$ cat src/rtl/ftf_decoder_33.sv
// Three-stage pipelined decoder from 33-bit FTF code words to binary, using Fibonacci weights.
// A single advance signal moves or holds the whole pipeline; delivered output words are counted.
module ftf_decoder_33 #(
    parameter int DW = 24,
    parameter int CW = 16
) (
    input  logic          clock,
    input  logic          reset,
    input  logic [32:0]   code_in,
    input  logic          in_valid,
    output logic          in_ready,
    output logic [DW-1:0] data_out,
    output logic          out_valid,
    input  logic          out_ready,
    output logic [CW-1:0] word_count
);

    // Bit 0 weighs 1 and bit k (k >= 1) weighs F(k+1); only bits lo..hi contribute.
    function automatic logic [DW-1:0] partial_sum(input logic [32:0] code, input int lo, input int hi);
        logic [DW-1:0] f_lo;
        logic [DW-1:0] f_hi;
        logic [DW-1:0] f_nx;
        logic [DW-1:0] w;
        logic [DW-1:0] acc;
        acc  = '0;
        f_lo = DW'(1);
        f_hi = DW'(1);
        for (int k = 0; k < 33; k++) begin
            w = (k == 0) ? DW'(1) : f_hi;
            if (k >= lo && k <= hi && code[k]) begin
                acc = acc + w;
            end
            if (k >= 1) begin
                f_nx = f_lo + f_hi;
                f_lo = f_hi;
                f_hi = f_nx;
            end
        end
        return acc;
    endfunction

    logic          adv;
    logic          vld_p0_q, vld_p0_d;
    logic          vld_p1_q, vld_p1_d;
    logic          vld_p2_q, vld_p2_d;
    logic [DW-1:0] psum0_p0_q, psum0_p0_d;
    logic [DW-1:0] psum1_p0_q, psum1_p0_d;
    logic [DW-1:0] psum2_p0_q, psum2_p0_d;
    logic [DW-1:0] sum01_p1_q, sum01_p1_d;
    logic [DW-1:0] sum2_p1_q, sum2_p1_d;
    logic [DW-1:0] data_p2_q, data_p2_d;
    logic [CW-1:0] count_q, count_d;

    always_comb begin
        adv        = !vld_p2_q || out_ready;
        vld_p0_d   = vld_p0_q;
        vld_p1_d   = vld_p1_q;
        vld_p2_d   = vld_p2_q;
        psum0_p0_d = psum0_p0_q;
        psum1_p0_d = psum1_p0_q;
        psum2_p0_d = psum2_p0_q;
        sum01_p1_d = sum01_p1_q;
        sum2_p1_d  = sum2_p1_q;
        data_p2_d  = data_p2_q;
        count_d    = count_q;
        if (adv) begin
            vld_p0_d = in_valid;
            vld_p1_d = vld_p0_q;
            vld_p2_d = vld_p1_q;
            // Stage 0: three partial sums over bit groups 0-10, 11-21, 22-32
            if (in_valid) begin
                psum0_p0_d = partial_sum(code_in, 0, 10);
                psum1_p0_d = partial_sum(code_in, 11, 21);
                psum2_p0_d = partial_sum(code_in, 22, 32);
            end
            // Stage 1: fold the two lower groups
            if (vld_p0_q) begin
                sum01_p1_d = psum0_p0_q + psum1_p0_q;
                sum2_p1_d  = psum2_p0_q;
            end
            // Stage 2: final sum; data loads only behind a valid word so no X ever reaches it
            if (vld_p1_q) begin
                data_p2_d = sum01_p1_q + sum2_p1_q;
            end
        end
        if (vld_p2_q && out_ready) begin
            count_d = count_q + CW'(1);
        end
    end

    always_ff @(posedge clock) begin
        if (reset) begin
            vld_p0_q  <= 1'b0;
            vld_p1_q  <= 1'b0;
            vld_p2_q  <= 1'b0;
            data_p2_q <= '0;
            count_q   <= '0;
        end else begin
            vld_p0_q  <= vld_p0_d;
            vld_p1_q  <= vld_p1_d;
            vld_p2_q  <= vld_p2_d;
            data_p2_q <= data_p2_d;
            count_q   <= count_d;
        end
    end

    always_ff @(posedge clock) begin
        psum0_p0_q <= psum0_p0_d;
        psum1_p0_q <= psum1_p0_d;
        psum2_p0_q <= psum2_p0_d;
        sum01_p1_q <= sum01_p1_d;
        sum2_p1_q  <= sum2_p1_d;
    end

    assign in_ready   = adv;
    assign data_out   = data_p2_q;
    assign out_valid  = vld_p2_q;
    assign word_count = count_q;

endmodule

$ cat config.mk
export PLATFORM = sky130hd
export DESIGN_NAME = ftf_decoder_33
export DESIGN_NICKNAME = d
export VERILOG_FILES = /design/src/rtl/ftf_decoder_33.sv
export SDC_FILE = /design/constraint.sdc
export NUM_CORES = 1
export LEC_CHECK = 0
export ABC_AREA = 0
export BUFFER_PORTS_ARGS = -buffer_cell sky130_fd_sc_hd__buf_4
export CORE_UTILIZATION = 45
export CTS_CLUSTER_SIZE = 40
export DETAILED_ROUTE_END_ITERATION = 8
export PLACE_DENSITY = 0.64
export SLEW_MARGIN = 15
export SYNTH_ARGS = -nofsm -noshare
export SYNTH_HDL_FRONTEND = slang
export SYNTH_SLANG_ARGS = --single-unit
$ cat constraint.sdc
create_clock -name clock -period 7.94 [get_ports clock]
set_clock_uncertainty 0.15 [all_clocks]
set_input_delay 1.191 -clock clock [delete_from_list [all_inputs] [get_ports clock]]
set_output_delay 1.191 -clock clock [all_outputs]
set_load 0.005 [all_outputs]
# --- Word-level counts from Yosys, hierarchy flattened ---
# Cells that the tools add are included.
word_totals:
  register_bits: 163
  latchBits: 0
  ram_bits: 0
  rom_bits: 0
  input_bits: 37
  output_inout_bits: 42
  wordCells: 294
  memories: 0
classes:
  addsub: 63
  n_mul: 0
  div_mod_pow: 0
  magnitude_cmp: 0
  n_eq_ne: 0
  n_shift: 0
  mux: 215
  bitwise: 0
  reduce_logical: 6
ops:
  columns: ["op", "count"]
  rows:
  - ["$mux W24", 214]
  - ["$add A24 B24 Y24", 61]
  - ["$add A24 B1 Y24 const B", 1]
  - ["$add A16 B1 Y16 const B", 1]
  - ["$reduce_and A2 Y1", 3]
  - ["$logic_and A1 B1 Y1", 1]
  - ["$logic_not A1 Y1", 1]
  - ["$logic_or A1 B1 Y1", 1]
  - ["$mux W1", 1]

# --- Depth between registers and ports, before layout ---
logic_depth:
  depth_word: 104
  ltp_mapped: 33
  mapped_depth_nobuf: 30

# --- Least setup slack after synthesis ---
# No wires, ideal clock.
synth_path:
  kind: "input -> register"
  start: "input port code_in[24]"
  end: "register psum2_p0_q[22] (data pin)"
  setup_ns: 0.273
  t_arrival_ns: 7.308
  required_ns: 7.517
  slack_ns: 0.210
  cell_stages: 28
  n_path_buf: 3
  path_cell_list: "buf_6 -> inv_2 -> buf_2 -> ha_1 -> buf_2 -> nor2_1 -> o311ai_2 -> nand2_1 -> ha_1 -> nand3b_1 -> a311oi_2 -> nand4_1 -> xor2_1 -> a21boi_2 -> o22ai_2 -> xnor2_4 -> o22ai_1 -> mux2i_1 -> xor2_1 -> o21ai_1 -> xor2_2 -> nand3_1 -> xnor2_1 -> nand3_1 -> or4_4 -> xnor2_2 -> o41ai_2 -> xor2_1"
synth_between:
  elab_chain_len: 33
synth_rtl:
  columns: ["item", "line_no", "rtl"]
  rows:
  - ["from (decl)", "9", "input logic [32:0] code_in,"]
  - ["$mux W24 *", "30", "if (k >= lo && k <= hi && code[k]) begin"]
  - ["$mux W24 *", "71", "if (in_valid) begin"]
  - ["$mux W24 *", "66", "if (adv) begin"]
  - ["$add A24 B24 Y24", "31", "acc = acc + w;"]
  - ["$mux W24 *", "30", null]
  - ["$mux W24 *", "71", null]
  - ["$mux W24 *", "66", null]
  - ["$add A24 B24 Y24", "31", null]
  - ["[... 17 more ...]", null, null]
  - ["$mux W24 *", "71", null]
  - ["$mux W24 *", "66", null]
  - ["$add A24 B24 Y24", "31", null]
  - ["$mux W24 *", "30", null]
  - ["$mux W24 *", "71", null]
  - ["$mux W24 *", "66", null]
  - ["$add A24 B24 Y24", "31", null]
  - ["$mux W24 *", "30", null]
  - ["to (signal assigned)", "110", "psum2_p0_q <= psum2_p0_d;"]
  - ["to (decl)", "48", "logic [DW-1:0] psum2_p0_q, psum2_p0_d;"]
# Every way passes the cells marked *; elsewhere a longest branch is shown, timed or not. The select of a mux whose other input is x is not followed.
# A chain may end at the register's enable or synchronous reset.

# --- Worst setup path after layout ---
layout_path:
  start: "input port code_in[22]"
  end: "register psum2_p0_q[22] (data pin)"
layout_between:
  elab_chain_len: 41
layout_rtl:
  columns: ["item", "line_no"]
  rows:
  - ["$mux W24 *", "30"]
  - ["$mux W24 *", "71"]
  - ["$mux W24 *", "66"]
  - ["$add A24 B24 Y24", "31"]
  - ["$mux W24 *", "30"]
  - ["$mux W24 *", "71"]
  - ["$mux W24 *", "66"]
  - ["$add A24 B24 Y24", "31"]
  - ["[... 25 more ...]", null]
  - ["$mux W24 *", "71"]
  - ["$mux W24 *", "66"]
  - ["$add A24 B24 Y24", "31"]
  - ["$mux W24 *", "30"]
  - ["$mux W24 *", "71"]
  - ["$mux W24 *", "66"]
  - ["$add A24 B24 Y24", "31"]
  - ["$mux W24 *", "30"]
# Marked as above.

==> summary.md <==
| Metric | Value |
|---|---|
| Post-synthesis compound-gate area fraction | `23.3%` |
| RSZ-0062 raised after global routing | `false` |
| GR Overflow Total | `0` |
| P_leak | `~6.6 nW` |
| MaxCap Viol Count | `0` |
| Avg WL per Cell | `13.6 um` |
| DRC | `0` |
| Main combinational cell family by area after synthesis | `compound AO/OA/AOI/OAI gates` |
| Power Density | `326 mW/mm2` |
| Hold Slack | `257 ps` |
| Tightest Hold Check Type | `register to register` |
| Post-synth EDFFs | `96` |
| Final WL | `31.5 mm` |
| DR vias | `12700` |
| Initial antenna violation count | `0` |
| Maximum vdd drop | `0.000161 V` |
| Yosys top cell area share | `19.2%` |
| Vias in the first global route | `11700` |
| Dpl hpwl | `24.9 mm` |
| Global-route usage over all layers | `18.5%` |
| Max H-tree Level | `4` |
| Final Cycle Share | `a little over nine tenths` |
| CP most frequent cell | `ha_1` |
| Mapped cell area | `0.0150 mm2` |
| Vias per cell | `5.47` |
| Clock Root Buffer | `clkbuf_16` |
| # hold bufs at CTS | `0` |
| FFs w/ async S/R, synth | `0%` |
| Synth Instances | `1782` |
| Finished Cell Area | `~0.017 mm2` |
| GP Congestion | `0.877` |
| Port buffer count | `78` |
| Setup crit start kind | `input port` |
| TritonCTS clock tree | `built` |
| YS warnings | `0` |
| Crit path kind | `input port to register` |
| Clk_lat worst skew | `410 ps` |
| CP Max Fanout | `5` |
| Clock buffer depth | `2` |
| Slew Limit Fails | `0` |
| Filler instances | `a little over 3000` |
| Core ar. | `roughly 0.033 mm2` |
| Post-Synth Simple-Gate Area | `20.2%` |
| Fin nets | `1980` |
| First-pass GRT wire length | `roughly 53 mm` |
| Layout cell share with drive strength beyond 1 | `13.9%` |
| Largest net degree at the start of global routing | `54` |
| Drt first pass iters | `5` |
| XOR/XNOR share of the synthesized area | `17.9%` |
| Distinct cells, synth | `120` |
| DIE AREA | `0.0341 mm2` |
| Buf+Inv Stages, Crit Path | `1` |
| I/O Pins | `79` |
| Width of the die | `185 um` |
| DRT iter0 DRCs | `475` |
| F_max | `0.133 GHz` |
| TNS Setup | `0 ps` |
| Largest cells by area after synthesis | `edfxtp_1 (19%), xnor2_1 (9.7%), ha_1 (6.4%), dfxtp_1 (5.7%), xor2_1 (4.7%)` |
| Critical Path Sink Type | `register` |
| Outcome | `finished clean` |
| Reg2Reg Setup Slack | `3150 ps` |
| TritonCTS buffer count | `17` |
| Hold Fails Final Rpt | `0` |
| Reg area | `roughly 0.0037 mm2` |
| Row Count | `66` |
| Avg Inst Size Synth | `8.43 um2` |
| Post-synth top cells | `xnor2_1 (167), nand2_1 (163), nor2_1 (134)` |
| Post-synth top area cell | `edfxtp_1` |
| Synth Flop Type | `edfxtp_1` |
| Max-slew headroom | `37.1%` |
| Number of synthesized register bits | `between 100 and 150` |
| Clock slew at reported path FFs | `around 60 ps` |
| Initial Util | `a little under half` |
| Number of routed nets with antenna violations | `0` |
| Register area share after synthesis | `24.9%` |
| Area of the multi-input gates | `0.0107 mm2` |
| Post-route core utilization | `51.6%` |
| Multiplexer share of the synthesized area | `2.25%` |
| WP data arrival | `7520 ps` |
| Most numerous cell in the Yosys netlist | `xnor2_1` |
| CP max-delay cell | `or4_4` |
| Max incr delay on CP | `550 ps` |
| Top Family by Delay on Critical Path | `compound AO/OA/AOI/OAI gates` |
| Final setup vio count | `0` |
| Worst-Margin Slew | `between 900 and 1000 ps` |
| Area grow syn2layout | `12.4%` |
| Die Y | `between 150 and 200 um` |
| Adder-Cell Fraction of Synth Area | `7.01%` |
| Post-Place Cell Area | `0.0162 mm2` |
| Setup WS post-layout | `419 ps` |
| Worst Path Required | `7940 ps` |
| Tmin final | `7520 ps` |
| Clock sinks | `139` |
| Ant. Diodes | `0` |
| Worst slack, placed | `-103 ps` |
## what timing repair did
action | CTS | global route
setup endpoints to repair | 0 | 3
resized for setup | 0 | 10
buffers inserted | 0 | 5
## worst register-to-register path: cells and delay by family (launching register included)
kind | cells | cell delay (ps)
compound gates | 18 | 3330
xor+xnor | 1 | 160
fa+ha+maj | 2 | 540
buf+inv | 1 | 60
flops | 1 | 330
simple gates | 1 | 140
## registers in the layout (all words and copies together), names as in the netlist
name / flops
sum2_p1_q: 24
psum0_p0_q: 11
psum1_p0_q: 18
word_count: 16
data_out: 24
psum2_p0_q: 24
out_valid: 1
vld_p0_q: 1
vld_p1_q: 1
sum01_p1_q: 19
## metal layers
| layer | vias up | track usage [%] | wire (um) |
|---|---|---|---|
| met1 | 5872 | 23.3 | 14900 |
| met5 | - | 0 | 0 |
| met4 | 0 | 3.67 | 236 |
| met3 | 19 | 1.80 | 823 |
| li1 | 6603 | - | - |
| met2 | 187 | 34.0 | 15400 |
## layout make-up
class	count	share of cell area (%)
Clock buffer	21	2.93
Clock inverter	11	0.756
Inverter	90	2.00
Multi-Input combinational cell	1490	63.3
Sequential cell	139	22.2
Tap cell	442	3.27
Timing Repair Buffer	125	5.56
## kinds of logic after synthesis
group	count (synthesis)
and+or+nand+nor	597
AOI/OAI and AO/OA	499
xor gates and xnor gates	275
buffers and inverters	156
DFF	139
adders and majority gates	83
muxes	32
other	1
## stage by stage
step | instances | total power, W
2_1_floorplan | 1785 | 0.00399
3_3_place_gp | 2281 | 0.00461
3_5_place_dp | 2281 | 0.00467
4_1_cts | 2313 | 0.00551
5_1_grt | 2318 | 0.00600
6_report | 2318 | 0.00550
## final timing paths
check,start,to,cells past startpoint
worst min-delay path,psum2_p0_q[23]$_DFFE_PP_,sum2_p1_q[23]$_DFFE_PP_,0
worst max-delay path,code_in[22],psum2_p0_q[22]$_DFFE_PP_,29
worst min register to register,psum2_p0_q[23]$_DFFE_PP_,sum2_p1_q[23]$_DFFE_PP_,0
worst max register to register,sum01_p1_q[0]$_DFFE_PP_,data_out[22]$_SDFFE_PP0P_,23
## cells in the final DEF, fill, tap and decap left out, drive strengths merged, types with 11 or more instances in the layout
master	synthesis	layout
a211oi	23	23
or2	14	14
nor2	135	135
nor3b	11	11
dfxtp	43	43
nand4	19	19
o21a	20	20
nand2b	43	43
nand3	50	50
inv	89	94
a21boi	16	16
mux2i	18	18
xnor2	181	181
and2	23	23
a31oi	14	14
and3	23	23
buf	26	125
o22ai	14	14
nor3	36	36
a21o	17	17
o31ai	28	28
edfxtp	96	96
o211ai	20	20
nor2b	27	27
a21oi	117	117
nand2	163	163
or3	13	13
o21ai	115	115
xor2	87	87
clkbuf	40	21
mux2	14	14
ha	77	77
o21bai	14	14
## report_power, final
| group | switching [W] | internal [W] |
|---|---|---|
| registers | 0.0000854 | 0.00114 |
| clock network | 0.000293 | 0.000513 |
| logic | 0.00192 | 0.00154 |
Power figures use the tool's default switching activity.
